[src/rtl/infer_mac_pkg.sv]
// Shared definitions for the inference MAC pipeline: mode encoding, product
// width derivation and the round-half-up / saturate helper.
package infer_mac_pkg;

    localparam logic MODE_MUL = 1'b0;
    localparam logic MODE_MAC = 1'b1;

    // Working width of the round/saturate helper; must exceed ACC_W+1.
    localparam int RS_W = 128;

    typedef struct packed {
        logic signed [RS_W-1:0] value;
        logic                   clamp;
    } rs_t;

    function automatic int prod_width(input int a_w, input int b_w);
        return a_w + b_w;
    endfunction

    // Sign-extended input, so the rounding add has headroom and cannot wrap.
    function automatic rs_t round_sat(input logic signed [RS_W-1:0] r,
                                      input int shift, input int out_w);
        logic signed [RS_W-1:0] half;
        logic signed [RS_W-1:0] rnd;
        logic signed [RS_W-1:0] hi;
        logic signed [RS_W-1:0] lo;
        rs_t res;
        if (shift > 0) begin
            half = RS_W'(1'b1) <<< (shift - 1);
        end else begin
            half = '0;
        end
        rnd = (r + half) >>> shift;
        hi  = (RS_W'(1'b1) <<< (out_w - 1)) - RS_W'(1'b1);
        lo  = ~hi;
        if (rnd > hi) begin
            res.value = hi;
            res.clamp = 1'b1;
        end else if (rnd < lo) begin
            res.value = lo;
            res.clamp = 1'b1;
        end else begin
            res.value = rnd;
            res.clamp = 1'b0;
        end
        return res;
    endfunction

endpackage

[src/rtl/infer_mac_mul_pipe.sv]
// Pipelined signed multiplier with a parallel valid/tag chain. Operands are
// registered once, then the product passes NUM_STAGE-2 registers.
module infer_mac_mul_pipe
    import infer_mac_pkg::*;
#(
    parameter int A_W       = 14,
    parameter int B_W       = 21,
    parameter int NUM_STAGE = 4,
    parameter int PROD_W    = prod_width(A_W, B_W)
) (
    input  logic                     clk_i,
    input  logic                     reset_i,
    input  logic                     ce_i,
    input  logic                     valid_i,
    input  logic                     mode_i,
    input  logic                     first_i,
    input  logic                     last_i,
    input  logic signed [A_W-1:0]    a_i,
    input  logic signed [B_W-1:0]    b_i,
    output logic                     valid_o,
    output logic                     mode_o,
    output logic                     first_o,
    output logic                     last_o,
    output logic signed [PROD_W-1:0] prod_o
);

    localparam int PD = NUM_STAGE - 2;
    localparam int TD = NUM_STAGE - 1;

    logic signed [A_W-1:0]    a_q;
    logic signed [B_W-1:0]    b_q;
    logic signed [PROD_W-1:0] prod_q [PD];
    logic [TD-1:0]            vld_q;
    logic [TD-1:0]            mode_q;
    logic [TD-1:0]            first_q;
    logic [TD-1:0]            last_q;

    // Multiply into a bare register chain so synthesis can retime the trailing
    // product registers into the DSP block.
    always_ff @(posedge clk_i) begin
        if (reset_i) begin
            a_q     <= '0;
            b_q     <= '0;
            vld_q   <= '0;
            mode_q  <= '0;
            first_q <= '0;
            last_q  <= '0;
            for (int i = 0; i < PD; i++) begin
                prod_q[i] <= '0;
            end
        end else if (ce_i) begin
            a_q       <= a_i;
            b_q       <= b_i;
            prod_q[0] <= PROD_W'(a_q) * PROD_W'(b_q);
            for (int i = 1; i < PD; i++) begin
                prod_q[i] <= prod_q[i-1];
            end
            vld_q   <= {vld_q[TD-2:0], valid_i};
            mode_q  <= {mode_q[TD-2:0], mode_i};
            first_q <= {first_q[TD-2:0], first_i};
            last_q  <= {last_q[TD-2:0], last_i};
        end
    end

    assign valid_o = vld_q[TD-1];
    assign mode_o  = mode_q[TD-1];
    assign first_o = first_q[TD-1];
    assign last_o  = last_q[TD-1];
    assign prod_o  = prod_q[PD-1];

endmodule

[src/rtl/infer_mac_pipe.sv]
// Parametrised pipelined signed multiply / grouped multiply-accumulate with
// round-half-up, saturation and overflow reporting.
module infer_mac_pipe
    import infer_mac_pkg::*;
#(
    parameter int A_W       = 14,
    parameter int B_W       = 21,
    parameter int ACC_W     = 40,
    parameter int OUT_W     = 16,
    parameter int SHIFT     = 4,
    parameter int NUM_STAGE = 4
) (
    input  logic                    clk,
    input  logic                    reset,
    input  logic                    ce,
    input  logic                    in_valid,
    input  logic                    in_first,
    input  logic                    in_last,
    input  logic                    mode,
    input  logic signed [A_W-1:0]   din0,
    input  logic signed [B_W-1:0]   din1,
    output logic                    out_valid,
    output logic signed [OUT_W-1:0] dout,
    output logic                    ovf
);

    localparam int PROD_W = prod_width(A_W, B_W);

    logic                    m_valid_s;
    logic                    m_mode_s;
    logic                    m_first_s;
    logic                    m_last_s;
    logic signed [PROD_W-1:0] m_prod_s;

    logic signed [ACC_W-1:0] acc_q, acc_d;
    logic                    sticky_q, sticky_d;
    logic                    out_valid_q, out_valid_d;
    logic signed [OUT_W-1:0] dout_q, dout_d;
    logic                    ovf_q, ovf_d;

    logic signed [ACC_W-1:0] p_ext_s;
    logic signed [ACC_W-1:0] sum_s;
    logic signed [ACC_W-1:0] r_s;
    logic                    add_ovf_s;
    logic                    grp_ovf_s;
    rs_t                     rs_s;
    logic                    unused_s;

    infer_mac_mul_pipe #(
        .A_W       (A_W),
        .B_W       (B_W),
        .NUM_STAGE (NUM_STAGE),
        .PROD_W    (PROD_W)
    ) u_mul (
        .clk_i   (clk),
        .reset_i (reset),
        .ce_i    (ce),
        .valid_i (in_valid),
        .mode_i  (mode),
        .first_i (in_first),
        .last_i  (in_last),
        .a_i     (din0),
        .b_i     (din1),
        .valid_o (m_valid_s),
        .mode_o  (m_mode_s),
        .first_o (m_first_s),
        .last_o  (m_last_s),
        .prod_o  (m_prod_s)
    );

    // Final stage: accumulate, then round/saturate the selected result.
    always_comb begin
        p_ext_s     = ACC_W'(m_prod_s);
        sum_s       = acc_q + p_ext_s;
        add_ovf_s   = (acc_q[ACC_W-1] == p_ext_s[ACC_W-1]) &&
                      (sum_s[ACC_W-1] != acc_q[ACC_W-1]);
        acc_d       = acc_q;
        sticky_d    = sticky_q;
        out_valid_d = 1'b0;
        r_s         = p_ext_s;
        grp_ovf_s   = 1'b0;
        if (m_valid_s) begin
            if (m_mode_s == MODE_MAC) begin
                if (m_first_s) begin
                    acc_d    = p_ext_s;
                    sticky_d = 1'b0;
                end else begin
                    acc_d    = sum_s;
                    sticky_d = sticky_q | add_ovf_s;
                end
                r_s         = acc_d;
                grp_ovf_s   = sticky_d;
                out_valid_d = m_last_s;
            end else begin
                r_s         = p_ext_s;
                grp_ovf_s   = 1'b0;
                out_valid_d = 1'b1;
            end
        end else begin
            out_valid_d = 1'b0;
        end
        rs_s = round_sat(RS_W'(r_s), SHIFT, OUT_W);
        if (out_valid_d) begin
            dout_d = rs_s.value[OUT_W-1:0];
            ovf_d  = rs_s.clamp | grp_ovf_s;
        end else begin
            dout_d = dout_q;
            ovf_d  = ovf_q;
        end
    end

    // The clamp already bounds the value, so upper bits carry no information.
    assign unused_s = ^rs_s.value[RS_W-1:OUT_W];

    // Accumulator, sticky flag and output registers; ce=0 freezes them all.
    always_ff @(posedge clk) begin
        if (reset) begin
            acc_q       <= '0;
            sticky_q    <= 1'b0;
            out_valid_q <= 1'b0;
            dout_q      <= '0;
            ovf_q       <= 1'b0;
        end else if (ce) begin
            acc_q       <= acc_d;
            sticky_q    <= sticky_d;
            out_valid_q <= out_valid_d;
            dout_q      <= dout_d;
            ovf_q       <= ovf_d;
        end
    end

    assign out_valid = out_valid_q;
    assign dout      = dout_q;
    assign ovf       = ovf_q;

endmodule

[config.mk]
export PLATFORM = sky130hd
export DESIGN_NAME = infer_mac_pipe
export DESIGN_NICKNAME = d
export VERILOG_FILES = /design/src/rtl/infer_mac_pkg.sv /design/src/rtl/infer_mac_mul_pipe.sv /design/src/rtl/infer_mac_pipe.sv
export SDC_FILE = /design/constraint.sdc
export NUM_CORES = 1
export LEC_CHECK = 0
export BUFFER_PORTS_ARGS = -buffer_cell sky130_fd_sc_hd__buf_2
export CAP_MARGIN = 20
export CORE_MARGIN = 5
export CORE_UTILIZATION = 35
export DETAILED_ROUTE_END_ITERATION = 7
export GPL_ROUTABILITY_DRIVEN = 0
export SYNTH_ARGS = -nofsm -noshare
export SYNTH_HDL_FRONTEND = slang
export SYNTH_HIERARCHICAL = 1
export SYNTH_SLANG_ARGS = --single-unit
[constraint.sdc]
create_clock -name clk -period 10.9 [get_ports clk]
set_input_delay 1.09 -clock clk [delete_from_list [all_inputs] [get_ports clk]]
set_output_delay 1.09 -clock clk [all_outputs]
set_load 0.05 [all_outputs]
# Yosys cells after proc, flatten, opt, wreduce, memory -nomap -nowiden
# Memory sizes are Yosys's and may differ from the RTL's.
# Cells that the tools add are included.
dict set report totals {
  memories 1
  mem_bits_rw 70
  ff_bits 106
}
dict set report classes {
  reduce_logical 3
  eq_ne 2
  addsub 2
  multipliers 1
  mux 17
  n_lt_le_gt_ge 2
  n_bitwise 4
}
# memory words width read_ports rd_clocked_by_memory_dff wr line_no
set memory_table {}
lappend memory_table {u_mul.prod_q 2 35 2 0 2 infer_mac_mul_pipe.sv:32} ;# logic signed [PROD_W-1:0] prod_q [PD];
# cell count
set ops {}
lappend ops {{40-bit two-way mux} 3}
lappend ops {{35-bit two-way mux} 2}
lappend ops {{40-bit by 5-bit adder with 41-bit output, second input constant} 1}
lappend ops {{40-bit by 35-bit adder with 40-bit output} 1}
lappend ops {{37-bit by 16-bit greater-than comparator with 1-bit output, second input constant} 1}
lappend ops {{37-bit by 16-bit less-than comparator with 1-bit output, second input constant} 1}
lappend ops {{14-bit by 21-bit multiplier with 35-bit output} 1}
lappend ops {{17-bit two-way mux} 2}
lappend ops {{1-bit two-way mux} 10}
lappend ops {{1-bit bitwise OR} 4}
lappend ops {{3-bit AND reduction} 1}
lappend ops {{2-bit AND reduction} 1}
lappend ops {{1-bit == test} 1}
lappend ops {{1-bit logical AND} 1}
lappend ops {{1-bit != test} 1}

# Longest topological paths before layout
# Gate-level depths: netlist of the first run.
# An unclocked memory read counts as a cell.
dict set report logic_depth {
  depth_word 10
  depth_mapped 24
}

# Hierarchy
# The synthesis of the first run kept the hierarchy.
# mod area_per_inst_um2 n_inst cells_each
set by_module_without_submodules {}
lappend by_module_without_submodules {infer_mac_mul_pipe 14988.1 1 1526}
lappend by_module_without_submodules {infer_mac_pipe 7465.9 1 1053}

# Worst setup path before layout of the first run
# Ideal clock, no wire load.
dict set report synth_path {
  path_kind {reg2reg}
  start {register u_mul.a_q[2]}
  end {memory u_mul/prod_q[0][34] (netlist name), data pin}
  setup_ns 0.266
  arrival_ns 5.942
  path_stages_with_launch 23
  setup_slack_ns 4.692
  path_cell_list {dfxtp_1 > clkbuf_1 > nand2_1 > inv_1 > fa_1 > fa_1 > inv_1 > fa_1 > inv_1 > fa_1 > fa_1 > inv_1 > fa_1 > inv_1 > ha_1 > inv_1 > nor2_1 > a221oi_4 > a31oi_2 > nor4b_2 > o21bai_1 > xnor2_1 > nor2_1}
}
# item line_no
set synth_lines {}
lappend synth_lines {{start: declaration} infer_mac_mul_pipe.sv:30} ;# logic signed [A_W-1:0] a_q;
lappend synth_lines {{start signal: assignment} infer_mac_mul_pipe.sv:52} ;# a_q <= a_i;
lappend synth_lines {{end: declaration} infer_mac_mul_pipe.sv:32}

==> flow_summary.toml, run 1 <==
[status]
status = "finished, final reports clean"

[routing]
drcViolationCount = 0
postRouteAntennaNets = 0
drt_iter0_drc = 1380
wire_per_inst_um = 16.7
wl_um = 56200
avgViaCountPerCell = 5.26
firstDrtPassIters = 6
vias = 17700

[synthesis]
seq_area_frac_synth = 0.188
synth_area_per_cell_um2 = 8.71
ys_types = 101
yosys_warnings = 6
synthTopCellsByArea = "fa_1 25%, dfxtp_1 9.5%, edfxtp_1 9.4%"
synth_cells = 2579
synth.cell_area_mm2 = 0.0225
synthFlopType = "dfxtp_1"
synth_top_area_share = 0.250
synth-edff-count = 70
async_reset_ff_frac = 0
synth_top_area_cell = "fa_1"
syn-num-nets = 3022
ys_ff_latch = 176

[placement]
preCtsSetupSlack_ps = 4070
dp_hpwl_um = 44000
placed_area_mm2 = 0.0231
io_buffers = 59

[grt]
grt_pass1_wl_um = 93100
antenna_found_initial = 1
grt_max_degree = 67
grt_usage = 0.160
grt_pass1_vias = 18000
gr-total-overflow = 0

[pwr]
p_leak_nw = 10.4
p_seq_frac = 0.373
p_sw_frac = 0.372
pwr-share-clk = 0.316
ir_drop_v = 0.000116
power_density_mw_per_mm2 = 89.1
p_switching_mw = 0.787
combPwrFrac = 0.311
intPower_mw = 1.33

[timing]
period_minus_slack_ps = 6810
worst_slew_pin_slew_ps = 938
slew_headroom = 0.374
hold_violations = 0
finalCritPeriodShare = 0.625
holdWs_ps = 463
skew_ps = 23.9
finalSetupViolCount = 0
setup_ws_ps = 4090
fmax_mhz = 147
grt_setup_unrepaired = "no"
fin_tns_setup_ps = 0
drv_slew = 0

[cts]
numClockSinks = 176
clk_latency_ps = 480
cts_resized = 0
numCtsBuffers = 17
htree_levels = 4
cts_tree = "built"
cts_buffer_depth = 2
clk_transition_reported_paths_ps = 80
hold_buffers = 0
postCtsSetupBuffers = 0
cts-root-buf = "clkbuf_16"

[setup_path]
endpoint_kind = "flip-flop"
crit_type = "reg -> reg"
critPathLaunchType = "flip-flop"
rr_worst_depth = 21
worst_ep_required_time_ps = 11100
crit_path_max_fanout = 22
worstPathArrival_ps = 7010

[layout]
antennaDiodeCount = 0
nNetsFinal = 2945
final_area_mm2 = 0.0237
syn2layout_area_growth_pct = 5.65
layout-drive-gt1-share = 0.0676

[floorplan]
die_area_mm2 = 0.0693
dieHeight_um = 263
io_pins = 60
start_util = 0.355
std_cell_rows = 92
core-area_mm2 = 0.0633
die_w_um = 263

[worst_hold_path]
hold_depth = 2
hold_path_class = "reg -> reg"

[run]
cap_violations = 0
==> worst max-delay path, stage by stage, from the launching register on <==
cell and delay, ps:
dfxtp_1 750, nand2_1 210, inv_1 160, fa_1 460, fa_1 840, inv_1 180, fa_1 560, inv_1 50
fa_1 460, fa_1 540, inv_1 50, fa_1 490, inv_1 50, ha_1 370, nand2_1 90, nor3_2 160
o2111ai_1 250, a31oi_2 360, nor3_1 100, o21bai_1 180, xnor2_1 150, nor2_1 60
==> logic make-up after synthesis <==
group           Yosys count  synth area share
simple gates            897             0.196
buf+inv                 499            0.0931
compound gates          459             0.145
fa+ha+maj               401             0.317
flops                   176             0.188
xor+xnor                 79            0.0308
mux                      68            0.0304
==> power groups by stage <==
stage | Clock (mW) | Combinational [mW] | Sequential (mW)
after floorplan | 0 | 0.556 | 0.755
after global placement | 0 | 0.643 | 0.800
after detailed placement | 0 | 0.656 | 0.802
after CTS | 0.687 | 0.662 | 0.787
after global routing | 0.713 | 0.758 | 0.795
final | 0.669 | 0.657 | 0.789
==> registers in the layout, indices dropped and copies added (netlist names), 3 cells and up <==
signal         count
acc_q             40
u_mul/a_q         14
dout              16
u_mul/last_q       3
u_mul/b_q         21
u_mul/mode_q       3
u_mul/first_q      3
u_mul/prod_q      70
u_mul/vld_q        3
==> path summary, 6_finish.rpt <==
kind,startpoint,endpoint,slack (ps)
setup reg to reg,u_mul/a_q[2],u_mul/prod_q[0][32],4090
setup / recovery,u_mul/a_q[2],u_mul/prod_q[0][32],4090
hold reg to reg,acc_q[37],acc_q[37],460
hold / removal,acc_q[37],acc_q[37],460
==> stage by stage <==
stage	cells	util	total power, mW
floorplan	2579	-	1.31
global placement	3327	0.364	1.44
detailed placement	3328	0.365	1.46
CTS	3360	0.375	2.14
global route	3361	0.375	2.27
finish	3361	0.375	2.11
==> layer usage <==
metal / vias up / routed length [um] / GRT usage
li1: 8361 / - / -
met1: 8696 / 26500 / 0.225
met2: 561 / 25300 / 0.257
met3: 72 / 3530 / 0.0324
met4: 2 / 884 / 0.0358
met5: - / 13 / 0
==> cells in the mapped netlist (54+ instances only) <==
master    instances
nor2_1          205
fa_1            280
nand2_1         297
clkbuf_1        100
mux2i_1          66
a21oi_1          87
inv_1           329
and2_1          171
ha_1            121
edfxtp_1         70
xnor2_1          54
dfxtp_1         106
o21ai_0          90
==> area by class of cell <==
cell class	count	area (um^2)
Clock buffer	17	425
Clock inverter	15	205
Fill cell	6446	39600
Inverter	329	1230
Multi-Input combinational cell	1904	16100
Sequential cell	176	4230
Tap cell	846	1060
Timing Repair Buffer	74	430
==> placed cells by master, fill, tap and decap left out, drive strengths merged, types with 17 or more instances in the layout <==
master,n
inv,338
nand2,298
fa,280
nor2,206
and2,172
ha,121
dfxtp,106
o21ai,102
a21oi,90
buf,74
edfxtp,70
mux2i,66
xnor2,54
a211oi,42
a21o,39
nand4,37
nand3,35
o211ai,32
nor3,31
nand2b,27
xor2,25
o21bai,21
o21a,20
a31oi,20
clkbuf,17
nor4,17
Note: power is estimated with default switching activity, not from simulation.
==> inputs of run 2 (changes only) <==
==> constraint.sdc (replaced) <==
create_clock -name clk -period 6 [get_ports clk]
set_input_delay 0.6 -clock clk [delete_from_list [all_inputs] [get_ports clk]]
set_output_delay 0.6 -clock clk [all_outputs]
set_load 0.05 [all_outputs]
==> flow_summary.toml, run 2 (same netlist as run 1, synthesis figures left out) <==
[status]
status = "finished, final reports clean"

[routing]
wire_per_inst_um = 16.2
firstDrtPassIters = 5
avgViaCountPerCell = 5.18
wl_um = 57300
drcViolationCount = 0
vias = 18300
postRouteAntennaNets = 0
drt_iter0_drc = 1266

[setup_path]
max_stage_delay_ps = 530
worstPathArrival_ps = 5990
critPathBufInv = 6
cp_common_cell = "fa_1"
worst-r2r-setup-slack_ps = 200
reg2reg_from = "u_mul/a_q[4]"
cp_slowest_cell = "fa_1"
critPathTopFamily = "adder cells"
worst_ep_required_time_ps = 6190
r2r-end = "u_mul/prod_q[0][32]"
rr_worst_depth = 22
endpoint_kind = "flip-flop"
crit_path_max_fanout = 7
crit_chain = "buf_4, and2_4, fa_1, inv_1, fa_1, inv_1, fa_1, fa_1, fa_1, inv_1, fa_1, inv_1, ha_4, o21ai_2, nor2_1, o2111ai_2, buf_4, a31oi_4, nor3_1, o21bai_1, xnor2_1, nor2_1"
crit_type = "reg -> reg"
critPathLaunchType = "flip-flop"

[cts]
numCtsBuffers = 17
cts_buffer_depth = 2
clk_transition_reported_paths_ps = 80
cts_tree = "built"
numClockSinks = 176
cts-root-buf = "clkbuf_16"
clk_latency_ps = 470
htree_levels = 4

[grt]
gr-total-overflow = 0
grt_pass1_vias = 18600
grt_pass1_wl_um = 93700
grt_max_degree = 66
antenna_found_initial = 0
grt_usage = 0.160

[pwr]
p_leak_nw = 11.3
power_density_mw_per_mm2 = 160
power_mw = 4.12
ir_drop_v = 0.000233

[worst_hold_path]
hold_path_class = "in -> reg"
holdPathEnd = "u_mul/a_q[8]"
hold_depth = 3
min_from = "din0[8]"

[timing]
drv_slew = 0
skew_ps = 18.6
holdWs_ps = 375
fin_tns_setup_ps = 0
period_minus_slack_ps = 5800
fmax_mhz = 172
slew_headroom = 0.460
finalSetupViolCount = 0
hold_violations = 0
worst_slew_pin_slew_ps = 810
setup_ws_ps = 199
grt_setup_unrepaired = "yes"
finalCritPeriodShare = 0.967

[placement]
dp_hpwl_um = 45000
dp_cells = 3467
placed_area_mm2 = 0.0242
preCtsSetupSlack_ps = -312
io_buffers = 59

[layout]
syn2layout_area_growth_pct = 14.6
final_common_cell = "inv_1"
reg_top3 = "u_mul/prod_q: 70 flops, acc_q: 40 flops, u_mul/b_q: 21 flops"
final_util = 0.406
largest_reg_flops = 70
antennaDiodeCount = 0
final_area_mm2 = 0.0257
nNetsFinal = 3115
mostFrequentLayoutCells = "318 x inv_1, 293 x nand2_1, 264 x fa_1"
layout-drive-gt1-share = 0.168
regMostFlops = "u_mul/prod_q"
fin_cells = 3531

[floorplan]
std_cell_rows = 92
core-area_mm2 = 0.0633
io_pins = 60
die_area_mm2 = 0.0693
start_util = 0.355
dieHeight_um = 263
die_w_um = 263

[run]
cap_violations = 0
-- run 2: routing by layer --
metal | vias to the layer above | GRT usage | share of wire
met5 | - | 0 | 0
met4 | 0 | 0.0423 | 0.023
met3 | 85 | 0.0262 | 0.054
met2 | 525 | 0.263 | 0.47
met1 | 8960 | 0.221 | 0.45
li1 | 8719 | - | -
-- run 2: worst max-delay path by stage --
stage | depth (start not counted) | slack [ps] | endpoint | startpoint
5_1_grt | 20 | -40 | u_mul/prod_q[0][33] | u_mul/a_q[6]
2_1_floorplan | 22 | 50 | u_mul/prod_q[0][34] | u_mul/a_q[2]
6_report | 22 | 200 | u_mul/prod_q[0][32] | u_mul/a_q[4]
3_5_place_dp | 21 | -310 | u_mul/prod_q[0][31] | u_mul/a_q[4]
3_3_place_gp | 20 | -190 | u_mul/prod_q[0][34] | u_mul/a_q[4]
4_1_cts | 21 | 5 | u_mul/prod_q[0][34] | u_mul/a_q[6]
-- run 2: worst register-to-register path, delay by kind of cell (launching register included) --
kind | cells | cell delay [ps]
buf+inv | 6 | 550
flops | 1 | 380
xor+xnor | 1 | 130
fa+ha+maj | 7 | 3320
compound gates | 4 | 600
simple gates | 4 | 540
-- run 2: timing repair --
action                     in CTS  in global routing
hold buffers                    0                  0
pin swaps                      12                 99
resized for setup              38                137
setup buffers                   7                 21
gates cloned                    0                  2
setup endpoints to repair      18                 17
-- run 2: layout make-up --
| cell class | instances | area (um^2) |
|---|---|---|
| Clock buffer | 17 | 425 |
| Clock inverter | 15 | 210 |
| Fill cell | 6297 | 37600 |
| Inverter | 329 | 1240 |
| Multi-Input combinational cell | 1904 | 16600 |
| Sequential cell | 176 | 4300 |
| Tap cell | 846 | 1060 |
| Timing Repair Buffer | 244 | 1890 |
-- run 2: where the power goes --
group	internal [mW]	total [mW]	switching, mW
registers	1.32	1.39	0.0705
logic	0.696	1.54	0.845
clock network	0.610	1.19	0.578
==> inputs of run 3 (changes only) <==
--- a/config.mk
+++ b/config.mk
@@ -11,6 +11,8 @@
 export CORE_UTILIZATION = 35
 export DETAILED_ROUTE_END_ITERATION = 7
 export GPL_ROUTABILITY_DRIVEN = 0
+export PLACE_DENSITY = 0.63
+export SKIP_LAST_GASP = 1
 export SYNTH_ARGS = -nofsm -noshare
 export SYNTH_HDL_FRONTEND = slang
 export SYNTH_HIERARCHICAL = 1
==> flow_summary.toml, run 3 (same netlist as run 1, synthesis figures left out) <==
[cts]
numCtsBuffers = 17
cts-root-buf = "clkbuf_16"
htree_levels = 4
hold_buffers = 0
clk_latency_ps = 470
cts_tree = "built"
clk_transition_reported_paths_ps = 80
numClockSinks = 176
cts_buffer_depth = 2

[setup_path]
reg2reg_from = "u_mul/a_q[10]"
crit_path_max_fanout = 11
crit_chain = "buf_12, nand2_1, fa_1, inv_1, fa_1, fa_1, fa_1, fa_1, inv_1, fa_1, inv_2, ha_4, buf_6, nand2_2, a2bb2oi_2, a21o_1, a311oi_4, o21ai_2, a211oi_2, o21a_1, nor3_2"
cp_slowest_cell = "fa_1"
crit_type = "reg -> reg"
critPathTopFamily = "adder cells"
worst_ep_required_time_ps = 6210
cp_common_cell = "fa_1"
worstPathArrival_ps = 6100
endpoint_kind = "flip-flop"
crit_start = "u_mul/a_q[10]"
max_stage_delay_ps = 600
critPathLaunchType = "flip-flop"
critPathBufInv = 5

[pwr]
ir_drop_v = 0.000267
p_leak_nw = 11.3
power_density_mw_per_mm2 = 162
power_mw = 4.17

[routing]
wl_um = 56100
drcViolationCount = 0
avgViaCountPerCell = 5.08
vias = 17900
wire_per_inst_um = 16.0
firstDrtPassIters = 5
postRouteAntennaNets = 0
drt_iter0_drc = 1208

[timing]
setup_ws_ps = 109
finalSetupViolCount = 0
holdWs_ps = 358
skew_ps = 21.2
drv_slew = 0
fmax_mhz = 170
period_minus_slack_ps = 5890
slew_headroom = 0.233
finalCritPeriodShare = 0.982
hold_violations = 0
grt_setup_unrepaired = "yes"
worst_slew_pin_slew_ps = 1150

[layout]
syn2layout_area_growth_pct = 14.7
regMostFlops = "u_mul/prod_q"
fillers = 6319
largest_reg_flops = 70
final_util = 0.407
reg_top3 = "u_mul/prod_q: 70 flops, acc_q: 40 flops, u_mul/b_q: 21 flops"
nNetsFinal = 3100
mostFrequentLayoutCells = "312 x inv_1, 292 x nand2_1, 269 x fa_1"
fin_cells = 3518
layout-drive-gt1-share = 0.166
final_common_cell = "inv_1"

[grt]
grt_max_degree = 65
grt_usage = 0.156
gr-total-overflow = 0
grt_pass1_wl_um = 90500
antenna_found_initial = 1
grt_pass1_vias = 17400

[floorplan]
core-area_mm2 = 0.0633
std_cell_rows = 92
die_area_mm2 = 0.0693
start_util = 0.355
dieHeight_um = 263
die_w_um = 263
io_pins = 60

[worst_hold_path]
hold_path_class = "in -> reg"
min_from = "din1[12]"

[placement]
dp_cells = 3456
dp_hpwl_um = 43800
io_buffers = 59
preCtsSetupSlack_ps = -280

[status]
status = "finished, final reports clean"

[run]
cap_violations = 0
## run 3: metal layers
metal | track usage | vias up | wire length [um]
li1 | - | 8685 | -
met5 | 0 | - | 0
met3 | 0.0261 | 71 | 3060
met1 | 0.224 | 8651 | 26600
met4 | 0.0329 | 0 | 921
met2 | 0.249 | 456 | 25500
## run 3: tightest hold or removal path, cell delays in order
cell	delay, ps
buf_2	70
mux2i_1	50
nor2_1	70
## run 3: area by class of cell
cell class / instances / area (um^2) / area share
Multi-Input combinational cell: 1904 / 16700 / 0.648
Sequential cell: 176 / 4300 / 0.167
Timing Repair Buffer: 229 / 1830 / 0.0709
Inverter: 329 / 1240 / 0.0481
Tap cell: 846 / 1060 / 0.0411
Clock buffer: 17 / 425 / 0.0165
Clock inverter: 15 / 223 / 0.00865
Antenna cell: 2 / 5.00 / 0.000194
## run 3: final timing paths
path | cells past startpoint | slack (ps) | end
setup reg to reg | 21 | 110 | u_mul/prod_q[0][33]
hold reg to reg | 2 | 470 | acc_q[38]
setup / recovery | 21 | 110 | u_mul/prod_q[0][33]
hold / removal | 3 | 360 | u_mul/b_q[12]
## run 3: power by group
| group | internal [mW] | switching (mW) | total (mW) |
|---|---|---|---|
| sequential | 1.32 | 0.0695 | 1.39 |
| combinational | 0.712 | 0.856 | 1.57 |
| clock | 0.583 | 0.632 | 1.21 |
## run 3: through the flow
step	setup TNS, ps	area [um^2]
after floorplan	0	22500
after global placement	-1210	24200
after detailed placement	-2370	24200
after CTS	-8.60	24900
after global routing	-173	25700
final	0	25700
## run 3: timing repair
item | in CTS | in global routing
pin swaps | 11 | 114
buffers inserted | 2 | 25
gates cloned | 0 | 1
endpoints found under the setup margin | 17 | 21
resized for setup | 34 | 142
